==> src/rtl/nvme_pkg.sv <==
// Shared constants for the NVMe command path: scheduler state codes, admin opcodes, CID width.
package nvme_pkg;

  localparam int CID_W = 16;
  localparam int OPC_W = 8;

  localparam logic [2:0] SCH_IDLE  = 3'd0;
  localparam logic [2:0] SCH_ARB   = 3'd1;
  localparam logic [2:0] SCH_ISSUE = 3'd2;
  localparam logic [2:0] SCH_WAIT  = 3'd3;
  localparam logic [2:0] SCH_DONE  = 3'd4;
  localparam logic [2:0] SCH_ERR   = 3'd5;

  localparam logic [OPC_W-1:0] OPC_DELETE_IOSQ  = 8'h00;
  localparam logic [OPC_W-1:0] OPC_CREATE_IOSQ  = 8'h01;
  localparam logic [OPC_W-1:0] OPC_GET_LOG_PAGE = 8'h02;
  localparam logic [OPC_W-1:0] OPC_DELETE_IOCQ  = 8'h04;
  localparam logic [OPC_W-1:0] OPC_CREATE_IOCQ  = 8'h05;
  localparam logic [OPC_W-1:0] OPC_IDENTIFY     = 8'h06;
  localparam logic [OPC_W-1:0] OPC_ABORT        = 8'h08;
  localparam logic [OPC_W-1:0] OPC_SET_FEATURES = 8'h09;
  localparam logic [OPC_W-1:0] OPC_GET_FEATURES = 8'h0A;

  // Requester index successor with wrap at n-1; indices never exceed 3 bits.
  function automatic logic [3:0] wrap_inc(input logic [3:0] idx, input int unsigned n);
    return (idx == 4'(n - 1)) ? 4'd0 : idx + 4'd1;
  endfunction

endpackage

==> src/rtl/nvme_cmd_sched_rr_arbiter.sv <==
// Combinational round-robin picker: first set request at or after ptr_i, wrapping N-1 -> 0.
module rr_arbiter #(
  parameter int N  = 4,
  parameter int IW = $clog2(N)
) (
  input  logic [N-1:0]  req_i,
  input  logic [IW-1:0] ptr_i,
  output logic [N-1:0]  gnt_o,
  output logic [IW-1:0] idx_o,
  output logic          any_o
);

  logic [IW:0] cand;

  always_comb begin
    gnt_o = '0;
    idx_o = '0;
    any_o = 1'b0;
    cand  = '0;
    for (int k = 0; k < N; k++) begin
      cand = {1'b0, ptr_i} + (IW+1)'(k);
      if (cand >= (IW+1)'(N)) cand = cand - (IW+1)'(N);
      if (!any_o && req_i[cand[IW-1:0]]) begin
        any_o             = 1'b1;
        idx_o             = cand[IW-1:0];
        gnt_o[cand[IW-1:0]] = 1'b1;
      end
    end
  end

endmodule

==> src/rtl/nvme_cmd_sched.sv <==
// Round-robin command scheduler sharing the tx_cc encoder among NUM_REQ requesters,
// with CID assignment, send_cmd/send_cmd_done handshake and a timeout watchdog.
module nvme_cmd_sched
  import nvme_pkg::*;
#(
  parameter int                NUM_REQ     = 4,
  parameter int                TIMEOUT_CYC = 4096,
  parameter logic [CID_W-1:0]  CID_INIT    = 16'h0
) (
  input  logic                   user_clk,
  input  logic                   user_reset_n,
  input  logic                   user_lnk_up,
  input  logic [NUM_REQ-1:0]     req,
  input  logic [8*NUM_REQ-1:0]   req_opcode,
  output logic [NUM_REQ-1:0]     grant,
  output logic [NUM_REQ-1:0]     done,
  output logic [NUM_REQ-1:0]     err,
  output logic [OPC_W-1:0]       cmd_opcode,
  output logic [CID_W-1:0]       cmd_cid,
  output logic                   send_cmd,
  input  logic [3:0]             cc_tready,
  input  logic                   send_cmd_done,
  output logic                   busy
);

  localparam int IW = $clog2(NUM_REQ);
  localparam int TW = $clog2(TIMEOUT_CYC) + 1;

  logic [2:0]           state_q, state_d;
  logic [IW-1:0]        ptr_q, ptr_d;
  logic [IW-1:0]        win_q, win_d;
  logic [TW-1:0]        timer_q, timer_d;
  logic [NUM_REQ-1:0]   grant_q, grant_d;
  logic [NUM_REQ-1:0]   done_q, done_d;
  logic [NUM_REQ-1:0]   err_q, err_d;
  logic                 send_q, send_d;
  logic                 busy_q, busy_d;
  logic [OPC_W-1:0]     opc_q, opc_d;
  logic [CID_W-1:0]     cid_q, cid_d;
  logic                 sdone_prev_q;
  logic                 sdone_rise;

  logic [NUM_REQ-1:0]   arb_gnt;
  logic [IW-1:0]        arb_idx;
  logic                 arb_any;
  logic [OPC_W-1:0]     opc_arr [NUM_REQ];

  for (genvar gi = 0; gi < NUM_REQ; gi++) begin : g_opc
    assign opc_arr[gi] = req_opcode[OPC_W*gi +: OPC_W];
  end

  rr_arbiter #(.N(NUM_REQ), .IW(IW)) u_arb (
    .req_i (req),
    .ptr_i (ptr_q),
    .gnt_o (arb_gnt),
    .idx_o (arb_idx),
    .any_o (arb_any)
  );

  // A level already high when WAIT is entered must not count as completion.
  assign sdone_rise = send_cmd_done & ~sdone_prev_q;

  always_comb begin
    state_d = state_q;
    ptr_d   = ptr_q;
    win_d   = win_q;
    timer_d = timer_q;
    grant_d = grant_q;
    done_d  = '0;
    err_d   = '0;
    send_d  = send_q;
    opc_d   = opc_q;
    cid_d   = cid_q;
    case (state_q)
      SCH_IDLE: begin
        if (|req) state_d = SCH_ARB;
      end
      SCH_ARB: begin
        if (arb_any) begin
          grant_d = arb_gnt;
          win_d   = arb_idx;
          opc_d   = opc_arr[arb_idx];
          send_d  = 1'b1;
          state_d = SCH_ISSUE;
        end else begin
          state_d = SCH_IDLE;
        end
      end
      SCH_ISSUE: begin
        if (|cc_tready && send_q) begin
          send_d  = 1'b0;
          timer_d = '0;
          state_d = SCH_WAIT;
        end
      end
      SCH_WAIT: begin
        if (timer_q != {TW{1'b1}}) timer_d = timer_q + 1'b1;
        if (sdone_rise) begin
          done_d  = grant_q;
          state_d = SCH_DONE;
        end else if (timer_q == TW'(TIMEOUT_CYC - 1)) begin
          err_d   = grant_q;
          state_d = SCH_ERR;
        end
      end
      SCH_DONE: begin
        grant_d = '0;
        cid_d   = cid_q + 1'b1;
        ptr_d   = IW'(wrap_inc(4'(win_q), NUM_REQ));
        state_d = SCH_IDLE;
      end
      SCH_ERR: begin
        grant_d = '0;
        ptr_d   = IW'(wrap_inc(4'(win_q), NUM_REQ));
        state_d = SCH_IDLE;
      end
      default: begin
        grant_d = '0;
        send_d  = 1'b0;
        state_d = SCH_IDLE;
      end
    endcase
    busy_d = (state_d != SCH_IDLE);
  end

  // Link-down is treated exactly like reset; an in-flight command is dropped silently.
  always_ff @(posedge user_clk) begin
    if (!user_reset_n || !user_lnk_up) begin
      state_q      <= SCH_IDLE;
      ptr_q        <= '0;
      win_q        <= '0;
      timer_q      <= '0;
      grant_q      <= '0;
      done_q       <= '0;
      err_q        <= '0;
      send_q       <= 1'b0;
      busy_q       <= 1'b0;
      opc_q        <= '0;
      cid_q        <= CID_INIT;
      sdone_prev_q <= 1'b0;
    end else begin
      state_q      <= state_d;
      ptr_q        <= ptr_d;
      win_q        <= win_d;
      timer_q      <= timer_d;
      grant_q      <= grant_d;
      done_q       <= done_d;
      err_q        <= err_d;
      send_q       <= send_d;
      busy_q       <= busy_d;
      opc_q        <= opc_d;
      cid_q        <= cid_d;
      sdone_prev_q <= send_cmd_done;
    end
  end

  assign grant      = grant_q;
  assign done       = done_q;
  assign err        = err_q;
  assign send_cmd   = send_q;
  assign busy       = busy_q;
  assign cmd_opcode = opc_q;
  assign cmd_cid    = cid_q;

endmodule

==> config.mk <==
export PLATFORM = sky130hd
export DESIGN_NAME = nvme_cmd_sched
export DESIGN_NICKNAME = d
export VERILOG_FILES = /design/src/rtl/nvme_pkg.sv /design/src/rtl/nvme_cmd_sched_rr_arbiter.sv /design/src/rtl/nvme_cmd_sched.sv
export SDC_FILE = /design/constraint.sdc
export NUM_CORES = 1
export LEC_CHECK = 0
export BUFFER_PORTS_ARGS = -buffer_cell sky130_fd_sc_hd__buf_2
export CORE_ASPECT_RATIO = 0.9
export CORE_MARGIN = 2
export CORE_UTILIZATION = 35
export CTS_CLUSTER_SIZE = 25
export DETAILED_ROUTE_END_ITERATION = 10
export SLEW_MARGIN = 10
export SYNTH_ARGS = -nofsm -noshare
export SYNTH_HDL_FRONTEND = slang
export SYNTH_SLANG_ARGS = --single-unit
==> constraint.sdc <==
create_clock -name user_clk -period 7.5 [get_ports user_clk]
set_input_delay 0.75 -clock user_clk [delete_from_list [all_inputs] [get_ports user_clk]]
set_output_delay 0.75 -clock user_clk [all_outputs]
set_load 0.03 [all_outputs]
==> results of run 1 <==
area by class of cell:
cell class | count | area (sq um) | share of cell area
Timing Repair Buffer | 82 | 413 | 0.0997
Clock buffer | 11 | 151 | 0.0366
Tap cell | 126 | 158 | 0.0381
Clock inverter | 5 | 83.8 | 0.0202
Inverter | 14 | 52.6 | 0.0127
Sequential cell | 59 | 1180 | 0.285
Multi-Input combinational cell | 308 | 2100 | 0.507
stage by stage:
stage	hold slack, ns	area [sq um]	setup WS, ns	cells	total power [uW]
final	0.489	4140	3.81	605	733
after global routing	0.512	4140	3.56	605	769
after CTS	0.497	4140	3.77	605	745
after detailed placement	0.476	3910	3.77	589	404
after global placement	0.466	3910	3.96	589	404
after floorplan	0.459	3460	4.65	404	381
per-layer routing:
| metal | vias to the layer above | wire length, microns |
|---|---|---|
| li1 | 1598 | - |
| met1 | 1415 | 3960 |
| met2 | 107 | 3860 |
| met3 | 6 | 515 |
| met4 | 0 | 63 |
| met5 | - | 0 |
layout by cell type (no fill, tap or decap), drive strengths merged, types with 3 or more instances in the layout:
master | Yosys | layout
buf | 10 | 82
dfxtp | 59 | 59
nor2 | 52 | 52
nand2 | 25 | 25
a21oi | 21 | 21
nand3 | 20 | 20
o21ai | 18 | 18
and2 | 16 | 16
inv | 14 | 15
mux2i | 13 | 13
ha | 11 | 11
clkbuf | 13 | 11
nand4 | 9 | 9
a211oi | 9 | 9
xnor2 | 9 | 9
xor2 | 9 | 9
or3 | 8 | 8
mux2 | 8 | 8
and3 | 7 | 7
o211ai | 6 | 6
o41ai | 5 | 5
nor3 | 5 | 5
o21a | 4 | 4
a22oi | 4 | 4
a221oi | 4 | 4
nor2b | 4 | 4
nand2b | 4 | 4
or4 | 3 | 3
mux4 | 3 | 3
nor3b | 3 | 3
sequential cells by signal, summed over array words and instances (netlist names):
register / flops
busy: 1
cmd_cid: 16
cmd_opcode: 8
done: 4
err: 4
grant: 4
ptr_q: 2
sdone_prev_q: 1
send_cmd: 1
state_q: 3
timer_q: 13
win_q: 2
cells by family (layout without fill, tap and decap cells):
family                     count (synthesis)  in the layout  synth area share
buffers and inverters                     37            112            0.0507
AOI/OAI and AO/OA                         89             89             0.189
and+or+nand+nor                          166            166             0.250
adders and majority gates                 11             11            0.0398
xor gates and xnor gates                  18             18            0.0456
muxes                                     24             24            0.0832
DFF                                       59             59             0.342
power groups by stage:
stage | sequential [uW] | combinational [uW] | clock, uW
CTS | 320 | 77.4 | 348
global placement | 327 | 76.5 | 0
finish | 320 | 76.8 | 336
detailed placement | 327 | 77.2 | 0
global route | 321 | 85.2 | 363
floorplan | 332 | 48.6 | 0
how the worst max path moves through the flow:
stage	startpoint	to	slack (ns)	cells past startpoint
2_1_floorplan	ptr_q[0]	cmd_opcode[1]	4.65	12
3_3_place_gp	ptr_q[1]	cmd_opcode[1]	3.96	8
4_1_cts	ptr_q[1]	cmd_opcode[3]	3.77	8
3_5_place_dp	ptr_q[1]	cmd_opcode[3]	3.77	8
6_report	ptr_q[1]	cmd_opcode[3]	3.81	8
5_1_grt	ptr_q[1]	cmd_opcode[1]	3.56	8
synthesized netlist by cell type, types with 3 or more instances:
master                     count
sky130_fd_sc_hd__a211oi_1      9
sky130_fd_sc_hd__a21oi_1      21
sky130_fd_sc_hd__a221oi_1      4
sky130_fd_sc_hd__a22oi_1       4
sky130_fd_sc_hd__and2_1       16
sky130_fd_sc_hd__and3_1        7
sky130_fd_sc_hd__buf_2         5
sky130_fd_sc_hd__buf_6         3
sky130_fd_sc_hd__clkbuf_1     13
sky130_fd_sc_hd__dfxtp_1      59
sky130_fd_sc_hd__ha_1         11
sky130_fd_sc_hd__inv_1        13
sky130_fd_sc_hd__mux2_1        4
sky130_fd_sc_hd__mux2_2        4
sky130_fd_sc_hd__mux2i_1      13
sky130_fd_sc_hd__mux4_2        3
sky130_fd_sc_hd__nand2_1      24
sky130_fd_sc_hd__nand2b_1      3
sky130_fd_sc_hd__nand3_1      20
sky130_fd_sc_hd__nand4_1       9
sky130_fd_sc_hd__nor2_1       51
sky130_fd_sc_hd__nor2b_1       3
sky130_fd_sc_hd__nor3_1        5
sky130_fd_sc_hd__nor3b_1       3
sky130_fd_sc_hd__o211ai_1      6
sky130_fd_sc_hd__o21a_1        4
sky130_fd_sc_hd__o21ai_0      15
sky130_fd_sc_hd__o41ai_2       5
sky130_fd_sc_hd__or3_1         8
sky130_fd_sc_hd__or4_1         3
sky130_fd_sc_hd__xnor2_1       9
sky130_fd_sc_hd__xor2_1        9
worst register-to-register path, delay by kind of cell (launching register included):
kind,cells,cell delay [ns]
fa+ha+maj,1,0.60
compound gates,1,0.07
simple gates,3,0.74
buf+inv,1,0.24
flops,1,0.67
mux,2,1.23
==> impl_metrics.sql, run 1 <==
INSERT INTO impl_metrics (metric_group, metric, value, unit) VALUES
('clock_tree', 'clockBufferDepth', '2', ''),
('setup_path', 'critical_path.top_delay_family', 'multiplexers', ''),
('floorplanning', 'fp.coreArea', '0.00966', 'sq mm'),
('synth', 'synth.area.top_cells', 'sky130_fd_sc_hd__dfxtp_1 34%, sky130_fd_sc_hd__nor2_1 5.5%, sky130_fd_sc_hd__ha_1 4.0%, sky130_fd_sc_hd__mux2i_1 3.8%, sky130_fd_sc_hd__a21oi_1 3.0%', ''),
('setup_path', 'critical_path_buffers_and_inverters', '1', ''),
('floorplanning', 'floorplan.die.height', '98.3', 'microns'),
('floorplanning', 'start_util', '0.358', ''),
('synth', 'yosysUniqueCellTypes', '62', ''),
('sta', 'report.final.hold_viol_count', '0', ''),
('run', 'max-cap-violations', '0', ''),
('clock_tree', 'clkSinkCount', '59', ''),
('synth', 'netlist.top_cell.by_area', 'sky130_fd_sc_hd__dfxtp_1', ''),
('floorplanning', 'site_row_count', '34', ''),
('global_route', 'global_route_wire_length_before_repair', '13900', 'microns'),
('sta', 'relSlewSlack', '0.248', ''),
('sta', 'fin_crit', '3.69', 'ns'),
('drt', 'detail-route-antenna-nets', '0', ''),
('run_status', 'status', 'finished clean', ''),
('synth', 'number_of_nets_in_the_synthesized_netlist', '459', ''),
('hold_path', 'worst_hold_path.num_cells', '2', ''),
('sta', 'setup_total_negative_slack', '0', 'ns'),
('setup_path', 'rr_startpoint', 'ptr_q[1]', ''),
('hold_path', 'class_of_the_tightest_hold_or_removal_check', 'reg -> reg', ''),
('setup_path', 'r2r_setup_slack', '3.81', 'ns'),
('synth', 'number_of_flip_flops_and_latches_in_the_synthesized_netlist', '59', ''),
('setup_path', 'crit-reg2reg-capture', 'cmd_opcode[3]', ''),
('global_route', 'grt.met3_usage', '0.0467', ''),
('placed_design', 'buffer_ports.inserted', '81', ''),
('cells_and_area', 'fillCellCount', '950', ''),
('setup_path', 'crit_path_max_fanout', '14', ''),
('synth', 'yosysWarningCount', '0', ''),
('cells_and_area', 'final_nets', '529', ''),
('synth', 'synth_enable_flop_cells', '0', ''),
('setup_path', 'slowest_stage', 'sky130_fd_sc_hd__mux4_2', ''),
('sta', 'max_clock_freq', '271', 'MHz'),
('setup_path', 'end_kind', 'flop', ''),
('synth', 'synth.top_cell.area_share', '0.342', ''),
('power_and_ir_drop', 'power_switching_share', '0.245', ''),
('clock_tree', 'cts_inserted_buffers', '9', ''),
('global_route', 'grt_use_met1', '0.214', ''),
('power_and_ir_drop', 'p_int', '554', 'uW'),
('hold_path', 'hold_path_startpoint', 'timer_q[1]', ''),
('global_route', 'grt_util_met2', '0.260', ''),
('cells_and_area', 'areaGrowthSynthToFinish', '19.8', '%'),
('sta', 'grt_setup_unrepaired', 'no', ''),
('power_and_ir_drop', 'power.leakage', '0.00166', 'uW'),
('clock_tree', 'worstSkewPairLatency', '0.33', 'ns'),
('drt', 'avgViaCountPerCell', '5.17', ''),
('power_and_ir_drop', 'power.net_switching', '179', 'uW'),
('power_and_ir_drop', 'ir_drop_worst_case_vdd', '0.0000930', 'V'),
('sta', 'number_of_pins_with_negative_max_slew_slack_in_the_final_report', '0', ''),
('placed_design', 'detailed_place_hpwl', '6130', 'microns'),
('clock_tree', 'clock_tree_from_tritoncts', 'yes', ''),
('drt', 'drc', '0', ''),
('cells_and_area', 'final_util', '0.429', ''),
('power_and_ir_drop', 'comb_power_share', '0.105', ''),
('setup_path', 'critical-path-max-stage-delay', '0.72', 'ns'),
('sta', 'setup_violations', '0', ''),
('sta', 'skew', '0.00858', 'ns'),
('synth', 'synthCells', '404', ''),
('global_route', 'grt_start_max_net_pins', '30', ''),
('clock_tree', 'clk_transition_reported_paths', '0.07', 'ns'),
('setup_path', 'critPathKind', 'reg -> reg', ''),
('cells_and_area', 'antenna_cells_inserted', '0', ''),
('power_and_ir_drop', 'seq_power_share', '0.437', ''),
('setup_path', 'startpoint_type', 'flop', ''),
('drt', 'first_pass_iters', '4', ''),
('clock_tree', 'cts_hold_buffers_added', '0', ''),
('global_route', 'global_route.peak_usage_layer', 'met2', ''),
('global_route', 'first_global_vias', '2975', ''),
('synth', 'synth_ff_type', 'sky130_fd_sc_hd__dfxtp_1', '');
No activity file was read; power rests on OpenSTA's default activity.
==> run 2: changes to the inputs <==
--- a/config.mk
+++ b/config.mk
@@ -5,6 +5,7 @@
 export SDC_FILE = /design/constraint.sdc
 export NUM_CORES = 1
 export LEC_CHECK = 0
+export ABC_AREA = 1
 export BUFFER_PORTS_ARGS = -buffer_cell sky130_fd_sc_hd__buf_2
 export CORE_ASPECT_RATIO = 0.9
 export CORE_MARGIN = 2
==> constraint.sdc (replaced) <==
create_clock -name user_clk -period 3.5 [get_ports user_clk]
set_input_delay 0.35 -clock user_clk [delete_from_list [all_inputs] [get_ports user_clk]]
set_output_delay 0.35 -clock user_clk [all_outputs]
set_load 0.03 [all_outputs]
==> impl_metrics.sql, run 2 <==
INSERT INTO impl_metrics (metric_group, metric, value, unit) VALUES
('run_status', 'status', 'finished clean', ''),
('synth', 'synth.top_cell.area_share', '0.340', ''),
('drt', 'detail-route-antenna-nets', '0', ''),
('floorplanning', 'die_area', '0.0107', 'sq mm'),
('sta', 'number_of_pins_with_negative_max_slew_slack_in_the_final_report', '0', ''),
('drt', 'first_pass_iters', '4', ''),
('cells_and_area', 'post_route_cells_drive_above_1_share', '0.265', ''),
('power_and_ir_drop', 'power', '1600', 'uW'),
('setup_path', 'crit_path_max_fanout', '8', ''),
('global_route', 'grt_start_max_net_pins', '25', ''),
('drt', 'route.vias.total', '3360', ''),
('floorplanning', 'site_row_count', '34', ''),
('sta', 'skew', '0.0111', 'ns'),
('setup_path', 'slowest_stage', 'sky130_fd_sc_hd__dfxtp_1', ''),
('placed_design', 'buffer_ports.inserted', '81', ''),
('setup_path', 'critPathKind', 'reg -> reg', ''),
('synth', 'synth_enable_flop_cells', '0', ''),
('run', 'max-cap-violations', '0', ''),
('clock_tree', 'clk_transition_reported_paths', '0.08', 'ns'),
('cells_and_area', 'fillCellCount', '993', ''),
('drt', 'route.final.wire_length', '7810', 'microns'),
('setup_path', 'rr_startpoint', 'ptr_q[1]', ''),
('setup_path', 'crit_path_cell_trace', 'inv_2 > ha_1 > inv_1 > nand3_1 > nand2_4 > nor2_4 > nand2_1 > nand3_1 > nand2_2 > inv_2 > nand3_1 > nand3_1 > nand2_1 > inv_1', ''),
('clock_tree', 'cts_hold_buffers_added', '0', ''),
('power_and_ir_drop', 'pwr_density_cell', '379', 'mW/mm^2'),
('sta', 'report.final.hold_viol_count', '0', ''),
('sta', 'fin_crit_sh', '0.710', ''),
('clock_tree', 'post_cts.repair.setup_buffers', '0', ''),
('hold_path', 'class_of_the_tightest_hold_or_removal_check', 'in -> reg', ''),
('cells_and_area', 'final_util', '0.438', ''),
('clock_tree', 'clock_tree_from_tritoncts', 'yes', ''),
('hold_path', 'hold_path_startpoint', 'send_cmd_done', ''),
('setup_path', 'cp.required', '3.79', 'ns'),
('synth', 'synthTopCellsByCount', '124 x sky130_fd_sc_hd__nand2_1, 74 x sky130_fd_sc_hd__inv_1, 59 x sky130_fd_sc_hd__dfxtp_1', ''),
('drt', 'avgViaCountPerCell', '4.63', ''),
('sta', 'worst_slack', '1.01', 'ns'),
('cells_and_area', 'final_nets', '649', ''),
('drt', 'dr.first_iter.drc_count', '113', ''),
('clock_tree', 'htreeDepth', '3', ''),
('placed_design', 'detailedPlace.worstSlack', '1.05', 'ns'),
('sta', 'setup_total_negative_slack', '0', 'ns'),
('sta', 'worstMarginPinSlew', '0.881', 'ns'),
('setup_path', 'timing.critical_path.from', 'ptr_q[1]', ''),
('global_route', 'global_route_wire_length_before_repair', '13000', 'microns'),
('synth', 'netlist.top_cell.by_area', 'sky130_fd_sc_hd__dfxtp_1', ''),
('clock_tree', 'clockBufferDepth', '2', ''),
('synth', 'yosysWarningCount', '0', ''),
('floorplanning', 'floorplan.die.height', '98.5', 'microns'),
('placed_design', 'detailed_place_hpwl', '6040', 'microns'),
('sta', 'setup_violations', '0', ''),
('sta', 'relSlewSlack', '0.412', ''),
('synth', 'asyncSetResetFlopFracSynth', '0', ''),
('synth', 'number_of_flip_flops_and_latches_in_the_synthesized_netlist', '59', ''),
('power_and_ir_drop', 'clock_power_share', '0.471', ''),
('clock_tree', 'clkSinkCount', '59', ''),
('setup_path', 'startpoint_type', 'flop', ''),
('power_and_ir_drop', 'p_int', '1210', 'uW'),
('cells_and_area', 'layout.cells.most_common_list', '124 x sky130_fd_sc_hd__nand2_1, 81 x sky130_fd_sc_hd__buf_2, 74 x sky130_fd_sc_hd__inv_1', ''),
('setup_path', 'worst_path_most_repeated_cell', 'sky130_fd_sc_hd__nand3_1', ''),
('power_and_ir_drop', 'power_switching_share', '0.243', ''),
('global_route', 'grt_antenna_before_repair', '0', ''),
('synth', 'synth.area.top_cells', 'sky130_fd_sc_hd__dfxtp_1 34%, sky130_fd_sc_hd__nand2_1 13%, sky130_fd_sc_hd__inv_1 8.0%, sky130_fd_sc_hd__nor2_1 6.2%, sky130_fd_sc_hd__nand3_1 5.6%', ''),
('floorplanning', 'dieWidth', '109', 'microns'),
('clock_tree', 'cts_resized', '0', ''),
('synth', 'synthCells', '508', ''),
('drt', 'wire_per_inst', '10.8', 'microns'),
('power_and_ir_drop', 'comb_power_share', '0.103', ''),
('synth', 'number_of_nets_in_the_synthesized_netlist', '563', ''),
('power_and_ir_drop', 'ir_drop_worst_case_vdd', '0.000220', 'V'),
('floorplanning', 'start_util', '0.360', ''),
('floorplanning', 'ioPinCount', '82', ''),
('synth', 'yosysUniqueCellTypes', '44', ''),
('floorplanning', 'fp.coreArea', '0.00966', 'sq mm'),
('setup_path', 'critical-path-max-stage-delay', '0.53', 'ns'),
('placed_design', 'place.gp.congestion', '0.894', ''),
('sta', 'max_clock_freq', '402', 'MHz'),
('synth', 'syn-cell-area', '0.00348', 'sq mm'),
('cells_and_area', 'areaGrowthSynthToFinish', '21.7', '%'),
('global_route', 'groute.usage.overall', '0.149', ''),
('synth', 'yosys.cell_count.top_type', 'sky130_fd_sc_hd__nand2_1', ''),
('clock_tree', 'worstSkewPairLatency', '0.34', 'ns'),
('global_route', 'first_global_vias', '3082', ''),
('power_and_ir_drop', 'seq_power_share', '0.427', ''),
('synth', 'synth_ff_type', 'sky130_fd_sc_hd__dfxtp_1', ''),
('synth', 'avgSynthCellArea', '6.84', 'sq um'),
('setup_path', 'end_kind', 'flop', ''),
('synth', 'synth_sequential_area_ratio', '0.340', ''),
('drt', 'drc', '0', ''),
('sta', 'grt_setup_unrepaired', 'no', ''),
('power_and_ir_drop', 'power.leakage', '0.00201', 'uW'),
('clock_tree', 'cts_inserted_buffers', '9', ''),
('global_route', 'grt.overflow.total', '0', ''),
('clock_tree', 'clockRootBuffer', 'sky130_fd_sc_hd__clkbuf_8', ''),
('power_and_ir_drop', 'power.net_switching', '389', 'uW'),
('cells_and_area', 'antenna_cells_inserted', '0', ''),
('cells_and_area', 'flip_flop_count_of_the_largest_register_all_copies_and_words_added', '16', ''),
('setup_path', 'critical_path_arrival', '2.77', 'ns'),
('sta', 'fin_crit', '2.49', 'ns'),
('cells_and_area', 'final_common_cell', 'sky130_fd_sc_hd__nand2_1', '');
-- run 2: cell types whose count changed after synthesis, sizes merged, moves of 7 or more --
cell    change
clkbuf     -11
inv        +70
and2       -16
nor3        +8
and3        -7
mux2i      -13
or3         -8
nand2     +126
xnor2       -9
a21oi      +10
mux2        -8
nor2       +12
nand3      +23
-- run 2: power groups by stage --
stage / Clock (uW) / Combinational [uW] / Sequential [uW]
6_report: 754 / 164 / 684
3_3_place_gp: 0 / 164 / 699
5_1_grt: 804 / 186 / 684
3_5_place_dp: 0 / 165 / 699
2_1_floorplan: 0 / 110 / 707
4_1_cts: 776 / 166 / 683
-- run 2: worst max-delay path, delay by kind of cell (launching register included) --
family	cells	cell delay (ns)
adder cells (fa/ha/maj)	1	0.44
AND/OR/NAND/NOR	9	0.98
flip-flops	1	0.53
buffers and inverters	4	0.49
-- run 2: cell type report --
class	count	area (sq um)	area share
multi-input cells	356	1890	0.446
flip-flops and latches	59	1180	0.279
repair buffers	84	428	0.101
inverters	84	335	0.0792
well taps	126	158	0.0373
clock buffers	10	128	0.0302
clock inverters	6	114	0.0269
-- run 2: routing by layer --
layer  track usage  wire [microns]  vias to the layer above
met1         0.187            3760                     1509
met4        0.0483             114                        0
met2         0.246            3600                       66
li1              -               -                     1774
met3        0.0410             340                       11
met5             0               0                        -
-- run 2: per-stage QoR --
step,std cells,hold WS (ns),cell area (sq um)
5_1_grt,725,0.314,4230
2_1_floorplan,508,0.423,3480
4_1_cts,725,0.287,4230
3_3_place_gp,709,0.440,3990
3_5_place_dp,709,0.444,3990
6_report,725,0.302,4230
-- run 2: kinds of logic (layout without fill, tap and decap cells) --
kind of cell / Yosys count / after routing / share of synthesized area
AND/OR/NAND/NOR: 284 / 284 / 0.397
buffers and inverters: 93 / 184 / 0.117
flip-flops: 59 / 59 / 0.340
AO/OA/AOI/OAI: 58 / 58 / 0.0994
adder cells (fa/ha/maj): 11 / 11 / 0.0396
XOR/XNOR: 3 / 3 / 0.00756
-- run 2: final timing paths --
| path | to | slack [ns] | cells past startpoint |
|---|---|---|---|
| max | cmd_opcode[7] | 1.01 | 14 |
| min | sdone_prev_q | 0.30 | 3 |
| max reg2reg | cmd_opcode[7] | 1.01 | 14 |
| min reg2reg | timer_q[4] | 0.45 | 2 |
